[config.mk]
export PLATFORM = sky130hd
export DESIGN_NAME = vga_clock_display
export DESIGN_NICKNAME = d
export VERILOG_FILES = /design/src/rtl/vga_clock_display.sv
export SDC_FILE = /design/constraint.sdc
export NUM_CORES = 1
export LEC_CHECK = 0
export CAP_MARGIN = 20
export CORE_MARGIN = 1
export CORE_UTILIZATION = 45
export DETAILED_ROUTE_END_ITERATION = 10
export PLACE_DENSITY_LB_ADDON = 0.25
export SYNTH_ARGS = -nofsm -noshare
export SYNTH_HDL_FRONTEND = slang
export SYNTH_SLANG_ARGS = --single-unit
[constraint.sdc]
create_clock -name px_clk -period 3.1 [get_ports px_clk]
set_input_delay 0.31 -clock px_clk [delete_from_list [all_inputs] [get_ports px_clk]]
set_output_delay 0.31 -clock px_clk [all_outputs]
set_load 0.05 [all_outputs]
[src/rtl/vga_clock_display.sv]
// VGA clock back end: 640x480@72 Hz timing from a 31.5 MHz pixel clock and a
// three-stage block-font renderer that draws HH:MM:SS in the top-left corner.
module vga_clock_display #(
  parameter int FONT_W    = 4,
  parameter int FONT_H    = 5,
  parameter int NUM_CHARS = 8
) (
  input  logic       px_clk,
  input  logic       reset,
  input  logic [1:0] hrs_d,
  input  logic [3:0] hrs_u,
  input  logic [2:0] min_d,
  input  logic [3:0] min_u,
  input  logic [2:0] sec_d,
  input  logic [3:0] sec_u,
  output logic       hsync,
  output logic       vsync,
  output logic       activevideo,
  output logic       r1,
  output logic       r2,
  output logic       g1,
  output logic       g2,
  output logic       b1,
  output logic       b2
);

  localparam int STAGES = 3;
  localparam logic [9:0] H_VIS    = 10'd640;
  localparam logic [9:0] H_SYNC_S = 10'd664;
  localparam logic [9:0] H_SYNC_E = 10'd704;
  localparam logic [9:0] H_LAST   = 10'd831;
  localparam logic [9:0] V_VIS    = 10'd480;
  localparam logic [9:0] V_SYNC_S = 10'd489;
  localparam logic [9:0] V_SYNC_E = 10'd492;
  localparam logic [9:0] V_LAST   = 10'd519;
  localparam logic [3:0] CODE_COLON = 4'd10;
  localparam logic [3:0] CODE_BLANK = 4'd11;
  localparam logic [5:0] FW6     = 6'(FONT_W);
  localparam logic [5:0] FH6     = 6'(FONT_H);
  localparam logic [5:0] X_LIMIT = 6'(FONT_W * NUM_CHARS);

  // Digit values above 9 have no glyph and render as a blank cell.
  function automatic logic [3:0] digit_code(input logic [3:0] d);
    return (d > 4'd9) ? CODE_BLANK : d;
  endfunction

  // Font rows, top to bottom, MSB is the leftmost column.
  function automatic logic [3:0] font_rom(input logic [5:0] addr);
    logic [3:0] row;
    row = 4'h0;
    case (addr)
      6'd0,  6'd4,  6'd10, 6'd12, 6'd14, 6'd15, 6'd19, 6'd22,
      6'd25, 6'd27, 6'd29, 6'd30, 6'd32, 6'd34, 6'd35, 6'd40,
      6'd42, 6'd44, 6'd45, 6'd47, 6'd49:                row = 4'hF;
      6'd1,  6'd2,  6'd3,  6'd20, 6'd21, 6'd33, 6'd41,
      6'd43, 6'd46:                                     row = 4'h9;
      6'd11, 6'd16, 6'd18, 6'd23, 6'd24, 6'd28, 6'd36,
      6'd48:                                            row = 4'h1;
      6'd5,  6'd7,  6'd8,  6'd37:                       row = 4'h2;
      6'd6,  6'd51, 6'd53:                              row = 4'h6;
      6'd9,  6'd17:                                     row = 4'h7;
      6'd13, 6'd26, 6'd31:                              row = 4'h8;
      6'd38, 6'd39:                                     row = 4'h4;
      default:                                          row = 4'h0;
    endcase
    return row;
  endfunction

  logic [9:0] hc_q, hc_d, vc_q, vc_d;
  logic [5:0] font_addr_p1_q, font_addr_p1_d;
  logic [1:0] col_p1_q, col_p1_d, col_p2_q, col_p2_d;
  logic [5:0] x_block_p1_q, x_block_p1_d, x_block_p2_q, x_block_p2_d;
  logic       region_p1_q, region_p1_d, region_p2_q, region_p2_d;
  logic       hs_p1_q, hs_p1_d, hs_p2_q, hs_p2_d;
  logic       vs_p1_q, vs_p1_d, vs_p2_q, vs_p2_d;
  logic       vld_p1_q, vld_p1_d, vld_p2_q, vld_p2_d;
  logic [3:0] rom_row_p2_q, rom_row_p2_d;
  logic       hsync_q, hsync_d, vsync_q, vsync_d, active_q, active_d;
  logic       r1_q, r1_d, r2_q, r2_d, g1_q, g1_d, g2_q, g2_d, b1_q, b1_d, b2_q, b2_d;

  logic [5:0] x_block_c, y_block_c, char_idx_c;
  logic [3:0] code_c;
  logic       region_c, pix_on_c;

  always_comb begin
    hc_d = (hc_q == H_LAST) ? 10'd0 : hc_q + 10'd1;
    vc_d = vc_q;
    if (hc_q == H_LAST) vc_d = (vc_q == V_LAST) ? 10'd0 : vc_q + 10'd1;

    // S1: block coordinates, character select and font address
    x_block_c  = hc_q[9:4];
    y_block_c  = vc_q[9:4];
    char_idx_c = x_block_c / FW6;
    region_c   = (x_block_c < X_LIMIT) && (y_block_c < FH6);
    code_c     = CODE_BLANK;
    case (char_idx_c)
      6'd0:       code_c = digit_code({2'b00, hrs_d});
      6'd1:       code_c = digit_code(hrs_u);
      6'd2, 6'd5: code_c = CODE_COLON;
      6'd3:       code_c = digit_code({1'b0, min_d});
      6'd4:       code_c = digit_code(min_u);
      6'd6:       code_c = digit_code({1'b0, sec_d});
      6'd7:       code_c = digit_code(sec_u);
      default:    code_c = CODE_BLANK;
    endcase
    font_addr_p1_d = region_c ? ({2'b00, code_c} * FH6 + y_block_c) : 6'd0;
    col_p1_d       = 2'(x_block_c % FW6);
    x_block_p1_d   = x_block_c;
    region_p1_d    = region_c;
    hs_p1_d        = !((hc_q >= H_SYNC_S) && (hc_q < H_SYNC_E));
    vs_p1_d        = !((vc_q >= V_SYNC_S) && (vc_q < V_SYNC_E));
    vld_p1_d       = (hc_q < H_VIS) && (vc_q < V_VIS);

    // S2: font ROM read
    rom_row_p2_d = font_rom(font_addr_p1_q);
    col_p2_d     = col_p1_q;
    x_block_p2_d = x_block_p1_q;
    region_p2_d  = region_p1_q;
    hs_p2_d      = hs_p1_q;
    vs_p2_d      = vs_p1_q;
    vld_p2_d     = vld_p1_q;

    // S3: pixel select, colour ramp and registered outputs
    pix_on_c = vld_p2_q && region_p2_q && rom_row_p2_q[2'd3 - col_p2_q];
    hsync_d  = hs_p2_q;
    vsync_d  = vs_p2_q;
    active_d = vld_p2_q;
    r1_d     = pix_on_c;
    r2_d     = pix_on_c && (x_block_p2_q > 6'd8);
    g1_d     = pix_on_c && (x_block_p2_q > 6'd16);
    g2_d     = pix_on_c && (x_block_p2_q > 6'd20);
    b1_d     = pix_on_c && (x_block_p2_q > 6'd24);
    b2_d     = pix_on_c && (x_block_p2_q > 6'd28);
  end

  always_ff @(posedge px_clk) begin
    if (reset) begin
      hc_q <= '0;            vc_q <= '0;
      font_addr_p1_q <= '0;  col_p1_q <= '0;  x_block_p1_q <= '0;
      region_p1_q <= 1'b0;   hs_p1_q <= 1'b1; vs_p1_q <= 1'b1; vld_p1_q <= 1'b0;
      rom_row_p2_q <= '0;    col_p2_q <= '0;  x_block_p2_q <= '0;
      region_p2_q <= 1'b0;   hs_p2_q <= 1'b1; vs_p2_q <= 1'b1; vld_p2_q <= 1'b0;
      hsync_q <= 1'b1;       vsync_q <= 1'b1; active_q <= 1'b0;
      r1_q <= 1'b0; r2_q <= 1'b0; g1_q <= 1'b0;
      g2_q <= 1'b0; b1_q <= 1'b0; b2_q <= 1'b0;
    end else begin
      hc_q <= hc_d;          vc_q <= vc_d;
      font_addr_p1_q <= font_addr_p1_d;  col_p1_q <= col_p1_d;
      x_block_p1_q <= x_block_p1_d;      region_p1_q <= region_p1_d;
      hs_p1_q <= hs_p1_d;    vs_p1_q <= vs_p1_d;  vld_p1_q <= vld_p1_d;
      rom_row_p2_q <= rom_row_p2_d;      col_p2_q <= col_p2_d;
      x_block_p2_q <= x_block_p2_d;      region_p2_q <= region_p2_d;
      hs_p2_q <= hs_p2_d;    vs_p2_q <= vs_p2_d;  vld_p2_q <= vld_p2_d;
      hsync_q <= hsync_d;    vsync_q <= vsync_d;  active_q <= active_d;
      r1_q <= r1_d; r2_q <= r2_d; g1_q <= g1_d;
      g2_q <= g2_d; b1_q <= b1_d; b2_q <= b2_d;
    end
  end

  assign hsync       = hsync_q;
  assign vsync       = vsync_q;
  assign activevideo = active_q;
  assign r1 = r1_q;
  assign r2 = r2_q;
  assign g1 = g1_q;
  assign g2 = g2_q;
  assign b1 = b1_q;
  assign b2 = b2_q;

  initial assert (STAGES == 3 && FONT_W == 4);

endmodule

==> results of run 1 <==
==> how the worst max path moves through the flow <==
stage / startpoint / endpoint / slack [ns] / cells after the start
after floorplan: hc_q[7] / font_addr_p1_q[5] / 0.21 / 13
final: hc_q[8] / font_addr_p1_q[5] / 0.13 / 11
after global placement: hrs_u[2] / font_addr_p1_q[5] / -0.16 / 13
after global routing: hc_q[8] / font_addr_p1_q[5] / 0.006 / 13
after detailed placement: hrs_u[2] / font_addr_p1_q[5] / -0.19 / 13
after CTS: hc_q[8] / font_addr_p1_q[5] / 0.07 / 11
==> what timing repair did <==
action                     4_1_cts  5_1_grt
resized for setup                2        3
setup buffers                    0        1
pin swaps                        0        1
setup endpoints to repair        1        1
==> worst reg2reg max path, delay by kind of cell (launching register included) <==
family / cells / cell delay, ns
adders and majority gates: 3 / 1.10
AOI/OAI and AO/OA: 4 / 0.77
DFF: 1 / 0.42
xor gates and xnor gates: 2 / 0.29
and+or+nand+nor: 2 / 0.29
==> report_power, final <==
group          internal, mW  total, mW  switching [mW]  leakage [nW]
Combinational        0.0685      0.126          0.0577         0.938
Clock                 0.457      0.781           0.323         0.110
Sequential            0.772      0.788          0.0153         0.481
Total                  1.30       1.69           0.396          1.53
==> final cells by class <==
cell class / count / area (sq um) / share of cell area (%)
clock buffer: 9 / 123.9 / 3.320
clock inverter: 7 / 98.84 / 2.649
inverter: 21 / 78.83 / 2.113
multi-input combinational: 244 / 1713 / 45.91
sequential: 59 / 1185 / 31.76
tap: 77 / 96.34 / 2.582
timing repair buffer: 48 / 435.4 / 11.67
==> cells by family (layout without fill, tap and decap cells) <==
| logic type | count (synthesis) | after routing | share of synthesized area [%] |
|---|---|---|---|
| AND/OR/NAND/NOR | 128 | 128 | 22.26 |
| adder cells (fa/ha/maj) | 24 | 24 | 10.57 |
| AO/OA/AOI/OAI | 65 | 65 | 14.18 |
| buffers and inverters | 36 | 85 | 5.533 |
| flip-flops | 59 | 59 | 38.69 |
| multiplexers | 5 | 5 | 2.459 |
| XOR/XNOR | 22 | 22 | 6.311 |
==> through the flow <==
stage / utilization, % / cells / TNS [ns] / hold WS (ns)
after floorplan: - / 339 / 0 / 0.3895
after global placement: 53.99 / 448 / -0.1599 / 0.3917
after detailed placement: 53.99 / 448 / -0.1936 / 0.3975
after CTS: 57.48 / 464 / 0 / 0.4128
after global routing: 57.77 / 465 / 0 / 0.4269
final: 57.77 / 465 / 0 / 0.4117
==> flip-flops by register name, indices dropped and copies added (netlist names), 4 cells and up <==
register        flops
x_block_p2_q        5
hc_q               10
x_block_p1_q        5
font_addr_p1_q      6
vc_q               10
rom_row_p2_q        4
==> metal layers <==
| metal | vias to the layer above | global-route usage [%] |
|---|---|---|
| met5 | - | 0 |
| met4 | 0 | 9.399 |
| met2 | 60 | 29.96 |
| met1 | 1081 | 22.96 |
| li1 | 1254 | - |
| met3 | 12 | 2.852 |
==> cell usage after synthesis, drive strengths merged (6+ instances only) <==
master and number:
dfxtp 59, nor2 44, ha 21, inv 21, a21oi 20, nor2b 16
nand2 14, nand3 14, o21ai 13, xnor2 12, buf 10, xor2 10
and3 7, nand4 6, nor3 6
==> metrics.txt, run 1 <==
# TYPE chip_impl_metric gauge
chip_impl_info{name="rr_startpoint",value="hc_q[8]"} 1
chip_impl_metric{name="cts_htree_levels",unit=""} 3
chip_impl_metric{name="cell_rows",unit=""} 29
chip_impl_metric{name="max_clock_freq",unit="GHz"} 0.3365
chip_impl_metric{name="tritoncts.num_buffers",unit=""} 9
chip_impl_info{name="violations",value="design-rule violations"} 1
chip_impl_info{name="result_of_the_run",value="finished, violations left"} 1
chip_impl_metric{name="seq_total_area_yosys",unit="%"} 38.69
chip_impl_info{name="start_kind",value="flip-flop"} 1
chip_impl_info{name="post_synth_main_area_contributors",value="dfxtp_1 (39%), ha_1 (8.6%), nor2_1 (4.3%)"} 1
chip_impl_metric{name="worst_clock_skew",unit="ns"} 0.01165
chip_impl_metric{name="critical_path_arrival",unit="ns"} 3.20
chip_impl_info{name="rr_endpoint",value="font_addr_p1_q[5]"} 1
chip_impl_metric{name="power.leakage",unit="nW"} 1.530
chip_impl_metric{name="design.core.area",unit="sq mm"} 0.006459
chip_impl_metric{name="synth_area",unit="sq mm"} 0.003053
chip_impl_metric{name="required",unit="ns"} 3.33
chip_impl_metric{name="start_util",unit="%"} 47.27
chip_impl_metric{name="clock-sinks",unit=""} 59
chip_impl_info{name="critPathCaptureType",value="flip-flop"} 1
chip_impl_metric{name="dp.final_hpwl",unit="microns"} 4349
chip_impl_metric{name="layout.cell_area.non_filler",unit="sq mm"} 0.003731
chip_impl_info{name="hold_end",value="hsync"} 1
chip_impl_metric{name="fraction_of_registers_with_async_set_reset",unit="%"} 0
chip_impl_info{name="maxUsedRoutingLayer",value="met4"} 1
chip_impl_metric{name="first_global_vias",unit=""} 2368
chip_impl_metric{name="worst-slew-pin-transition",unit="ns"} 0.5589
chip_impl_metric{name="synth.lib_cells_used.distinct",unit=""} 54
chip_impl_metric{name="grt_overflow",unit=""} 0
chip_impl_metric{name="hold_depth",unit=""} 1
chip_impl_metric{name="setup_viol",unit=""} 0
chip_impl_info{name="family_with_the_most_delay_on_the_worst_path",value="adder cells"} 1
chip_impl_info{name="layout_common_cells",value="dfxtp_1 (56), nor2_1 (35), clkdlybuf4s50_1 (30), ha_1 (21), a21oi_1 (19)"} 1
chip_impl_info{name="cts_tree",value="yes"} 1
chip_impl_metric{name="post-route-worst-setup-slack",unit="ns"} 0.1283
chip_impl_metric{name="synthToLayoutAreaGrowth",unit="%"} 22.21
chip_impl_metric{name="finalCritPeriodShare",unit="%"} 95.86
chip_impl_metric{name="routed-wl-met2",unit="microns"} 2757
chip_impl_metric{name="final_nets",unit=""} 429
chip_impl_info{name="final_common_cell",value="dfxtp_1"} 1
chip_impl_metric{name="netlist.area_leader.share",unit="%"} 38.69
chip_impl_metric{name="timing.reg2reg.setup_slack",unit="ns"} 0.13
chip_impl_metric{name="drt-initial-drc-count",unit=""} 163
chip_impl_info{name="timing_worst_setup_path_type",value="reg -> reg"} 1
chip_impl_metric{name="placed_cell_area",unit="sq mm"} 0.003487
chip_impl_info{name="netlist.top_cell.by_area",value="dfxtp_1"} 1
chip_impl_metric{name="power_per_cell_area",unit="mW/mm^2"} 454.1
chip_impl_metric{name="per_instance_average_area_after_synthesis",unit="sq um"} 9.006
chip_impl_metric{name="postRouteWirelength",unit="microns"} 5876
chip_impl_metric{name="timing.critical_path.fanout_max",unit=""} 9
chip_impl_metric{name="synth_seq_cells",unit=""} 59
chip_impl_metric{name="grt_start_max_net_pins",unit=""} 22
chip_impl_info{name="clk_root_buffer_cell",value="clkbuf_8"} 1
chip_impl_metric{name="groute.usage.overall",unit="%"} 18.12
chip_impl_metric{name="postSynthNetCount",unit=""} 385
chip_impl_metric{name="drt_pass1_iterations",unit=""} 7
chip_impl_metric{name="timing.reg2reg.worst_path_depth",unit=""} 11
chip_impl_metric{name="layout-drive-gt1-share",unit="%"} 15.98
chip_impl_metric{name="preCtsSetupSlack",unit="ns"} -0.1936
chip_impl_metric{name="route.vias.total",unit=""} 2407
chip_impl_metric{name="gpl.final_weighted_congestion",unit=""} 0.8750
chip_impl_metric{name="synth_cells",unit=""} 339
chip_impl_metric{name="post-route-drc-count",unit=""} 4
chip_impl_metric{name="numPortBuffers",unit=""} 30
chip_impl_metric{name="dieWidth",unit="microns"} 84.37
chip_impl_metric{name="ios",unit=""} 31
chip_impl_metric{name="ir_worst_vdd",unit="mV"} 0.2436
chip_impl_metric{name="postCtsHoldBufs",unit=""} 0
chip_impl_metric{name="cp_num_buf_inv",unit=""} 0
chip_impl_metric{name="critical_path.max_stage_delay",unit="ns"} 0.46
chip_impl_metric{name="clock_latency",unit="ns"} 0.34
chip_impl_metric{name="timing.final.crit_period",unit="ns"} 2.972
chip_impl_metric{name="detail-route-antenna-nets",unit=""} 0
chip_impl_metric{name="die_height",unit="microns"} 84.37
chip_impl_metric{name="clk_pin_slew",unit="ns"} 0.07
chip_impl_metric{name="post_drt_wl_per_cell",unit="microns"} 12.64
chip_impl_info{name="grt_setup_unrepaired",value="no"} 1
chip_impl_metric{name="route.layer.met1.wl",unit="microns"} 2775
chip_impl_metric{name="synth_enable_flop_cells",unit=""} 0
chip_impl_metric{name="antennaDiodeCount",unit=""} 0
chip_impl_metric{name="finalHoldViolations",unit=""} 0
chip_impl_info{name="holdCritPathClass",value="reg -> reg"} 1
chip_impl_metric{name="finalPower",unit="mW"} 1.694
chip_impl_metric{name="via_to_cell_ratio",unit=""} 5.176
chip_impl_metric{name="report.final.slew_viol_count",unit=""} 0
chip_impl_metric{name="die_area",unit="sq mm"} 0.007117
chip_impl_metric{name="first_pass_grt_wire_length",unit="microns"} 10350
chip_impl_metric{name="maxCapViolCount",unit=""} 0
chip_impl_info{name="critical_path.cell_chain",value="and2b_1 > a221oi_1 > o21ai_1 > ha_1 > fa_1 > ha_1 > a21o_1 > a21oi_2 > xnor2_1 > xnor2_1 > nor2_1"} 1
chip_impl_metric{name="ys.warnings.count",unit=""} 0
chip_impl_info{name="yosys_most_used_dff",value="dfxtp_1"} 1
chip_impl_metric{name="dr_wl_met3",unit="microns"} 211
chip_impl_metric{name="cts-root-to-sink-buffers",unit=""} 2
chip_impl_info{name="worst_hold_startpoint",value="hs_p2_q"} 1
chip_impl_metric{name="n_fill_cell",unit=""} 592
chip_impl_metric{name="slew_headroom",unit="%"} 62.69
chip_impl_info{name="timing.critical_path.slowest_stage_cell",value="fa_1"} 1
chip_impl_metric{name="grt_antenna_before_repair",unit=""} 0
(Power assumes the default switching activity.)
==> inputs of run 2 (changes only) <==
==> constraint.sdc (replaced) <==
create_clock -name px_clk -period 2.5 [get_ports px_clk]
set_input_delay 0.25 -clock px_clk [delete_from_list [all_inputs] [get_ports px_clk]]
set_output_delay 0.25 -clock px_clk [all_outputs]
set_load 0.05 [all_outputs]
==> run 2 against run 1 <==
The run ends with negative setup slack left. Total power rose by 17%. First-iteration DRC count fell by 21%. Clock power rose by 8.3%. Via count rose by 3.0%. Cell count rose by 3.0%. Routed wire length fell by 1.5%. Flip-flop and latch count did not move. Non-clock buffer count rose by 14. Largest cell class unchanged. Largest power group unchanged.
==> metrics.txt, run 2 (same netlist as run 1, synthesis figures left out) <==
# TYPE chip_impl_metric gauge
chip_impl_metric{name="numPortBuffers",unit=""} 30
chip_impl_metric{name="timing.critical_path.fanout_max",unit=""} 9
chip_impl_metric{name="finish.cell_count_without_fillers",unit=""} 479
chip_impl_metric{name="postCtsHoldBufs",unit=""} 0
chip_impl_metric{name="cell_rows",unit=""} 29
chip_impl_metric{name="antennaDiodeCount",unit=""} 0
chip_impl_metric{name="finalCritPeriodShare",unit="%"} 108.9
chip_impl_metric{name="die_height",unit="microns"} 84.37
chip_impl_metric{name="worst_clock_skew",unit="ns"} 0.01478
chip_impl_metric{name="post_drt_wl_per_cell",unit="microns"} 12.08
chip_impl_info{name="cts_tree",value="yes"} 1
chip_impl_metric{name="grt_overflow",unit=""} 0
chip_impl_metric{name="timing.reg2reg.worst_path_depth",unit=""} 13
chip_impl_metric{name="clock-sinks",unit=""} 59
chip_impl_metric{name="drt-initial-drc-count",unit=""} 128
chip_impl_metric{name="clock_latency",unit="ns"} 0.34
chip_impl_info{name="timing_worst_setup_path_type",value="reg -> reg"} 1
chip_impl_metric{name="clk_pin_slew",unit="ns"} 0.08
chip_impl_metric{name="groute.usage.overall",unit="%"} 17.93
chip_impl_metric{name="setup_viol",unit=""} 2
chip_impl_metric{name="maxCapViolCount",unit=""} 0
chip_impl_metric{name="worst-slew-pin-transition",unit="ns"} 0.5391
chip_impl_metric{name="detail-route-antenna-nets",unit=""} 0
chip_impl_metric{name="tritoncts.num_buffers",unit=""} 9
chip_impl_metric{name="first_global_vias",unit=""} 2355
chip_impl_metric{name="gpl.final_weighted_congestion",unit=""} 0.8781
chip_impl_metric{name="cts_htree_levels",unit=""} 3
chip_impl_info{name="reg_top3",value="hc_q x10, vc_q x10, font_addr_p1_q x6"} 1
chip_impl_metric{name="number_of_placed_instances_with_taps_included",unit=""} 461
chip_impl_metric{name="fin_setup_tns",unit="ns"} -0.2678
chip_impl_metric{name="grt_antenna_before_repair",unit=""} 0
chip_impl_metric{name="required",unit="ns"} 2.72
chip_impl_metric{name="ir_worst_vdd",unit="mV"} 0.3346
chip_impl_metric{name="slew_headroom",unit="%"} 64.01
chip_impl_metric{name="first_pass_grt_wire_length",unit="microns"} 10200
chip_impl_metric{name="design.core.area",unit="sq mm"} 0.006459
chip_impl_info{name="layout_common_cells",value="dfxtp_1 (56), nor2_1 (35), buf_4 (31), clkdlybuf4s50_1 (30)"} 1
chip_impl_info{name="grt_setup_unrepaired",value="yes"} 1
chip_impl_info{name="critPathCaptureType",value="flip-flop"} 1
chip_impl_metric{name="grt_start_max_net_pins",unit=""} 17
chip_impl_info{name="violations",value="negative setup slack"} 1
chip_impl_metric{name="drt_pass1_iterations",unit=""} 4
chip_impl_metric{name="hold_depth",unit=""} 1
chip_impl_metric{name="timing.final.crit_period",unit="ns"} 2.723
chip_impl_metric{name="final_nets",unit=""} 443
chip_impl_metric{name="critical_path_arrival",unit="ns"} 2.94
chip_impl_metric{name="synthToLayoutAreaGrowth",unit="%"} 26.48
chip_impl_metric{name="die_area",unit="sq mm"} 0.007117
chip_impl_metric{name="post-route-drc-count",unit=""} 0
chip_impl_metric{name="start_util",unit="%"} 47.27
chip_impl_metric{name="ios",unit=""} 31
chip_impl_metric{name="power_per_cell_area",unit="mW/mm^2"} 512.4
chip_impl_metric{name="finalHoldViolations",unit=""} 0
chip_impl_metric{name="dieWidth",unit="microns"} 84.37
chip_impl_metric{name="report.final.slew_viol_count",unit=""} 0
chip_impl_metric{name="route.vias.total",unit=""} 2480
chip_impl_metric{name="dp.final_hpwl",unit="microns"} 4324
chip_impl_metric{name="post-route-worst-setup-slack",unit="ns"} -0.2234
chip_impl_metric{name="postRouteWirelength",unit="microns"} 5785
chip_impl_info{name="clk_root_buffer_cell",value="clkbuf_8"} 1
chip_impl_metric{name="cts-root-to-sink-buffers",unit=""} 2
chip_impl_info{name="final_common_cell",value="dfxtp_1"} 1
chip_impl_info{name="start_kind",value="flip-flop"} 1
chip_impl_metric{name="layout-drive-gt1-share",unit="%"} 20.65
chip_impl_info{name="result_of_the_run",value="finished, violations left"} 1
chip_impl_metric{name="max_clock_freq",unit="GHz"} 0.3672
chip_impl_metric{name="via_to_cell_ratio",unit=""} 5.177
chip_impl_metric{name="power.leakage",unit="nW"} 1.584
chip_impl_info{name="holdCritPathClass",value="reg -> reg"} 1
run 2: cell types whose count changed in the layout (fill, tap and decap cells not counted), sizes merged:
cell      change
buf          +14
inv           -1
clkinvlp      +1
bufinv        -1
clkinv        +1
run 2: worst paths after layout:
| path | startpoint | to | slack (ns) |
|---|---|---|---|
| setup / recovery | hc_q[7] | font_addr_p1_q[5] | -0.22 |
| hold / removal | vs_p1_q | vs_p2_q | 0.41 |
| setup reg to reg | hc_q[7] | font_addr_p1_q[5] | -0.22 |
| hold reg to reg | vs_p1_q | vs_p2_q | 0.41 |
run 2: repair_timing:
| item | in CTS | in global routing |
|---|---|---|
| resized for setup | 7 | 3 |
| buffers inserted | 1 | 1 |
| pin swaps | 4 | 1 |
| endpoints found under the setup margin | 4 | 3 |
| hold endpoints to repair | 0 | 0 |
run 2: power breakdown:
part,leakage [nW],switching (mW),internal [mW],total (mW)
registers,0.482,0.0182,0.956,0.974
clock network,0.0958,0.382,0.464,0.846
logic,1.01,0.0715,0.0868,0.158
total,1.58,0.472,1.51,1.98
run 2: metal layers:
metal  wire length [microns]  vias to the layer above  GRT usage [%]
met3                     236                       11          4.031
met5                       0                        -              0
met4                     115                        0          8.783
met2                    2678                       67          28.32
li1                        -                     1279              -
met1                    2755                     1123          23.27
run 2: critical path: stages (launching register included):
cell and delay [ns]:
dfxtp_4 0.38, buf_4 0.14, buf_4 0.13, nor2b_1 0.10
a21oi_1 0.05, o21ai_1 0.18, ha_1 0.27, fa_1 0.52
ha_4 0.21, a21o_1 0.16, a21oi_2 0.13, xnor2_1 0.15
xnor2_1 0.14, nor2_1 0.06
run 2: metrics by stage:
step	utilization (%)	cell area, sq um	worst slack (ns)	hold slack, ns	total power [mW]
floorplan	-	3105	-0.1597	0.3335	1.092
global placement	56.08	3622	-0.5296	0.3917	1.153
detailed placement	56.08	3622	-0.6151	0.3999	1.155
CTS	59.55	3846	-0.2609	0.4106	2.002
global route	59.78	3861	-0.4032	0.4151	2.072
finish	59.78	3861	-0.2234	0.4104	1.978
run 2: area by class of cell:
| class | instances | area, sq um |
|---|---|---|
| fill | 576 | 2597 |
| inverter | 21 | 78.83 |
| multi-input combinational | 244 | 1752 |
| timing repair buffer | 62 | 544.3 |
| clock inverter | 7 | 76.32 |
| sequential | 59 | 1190 |
| clock buffer | 9 | 123.9 |
| tap | 77 | 96.34 |
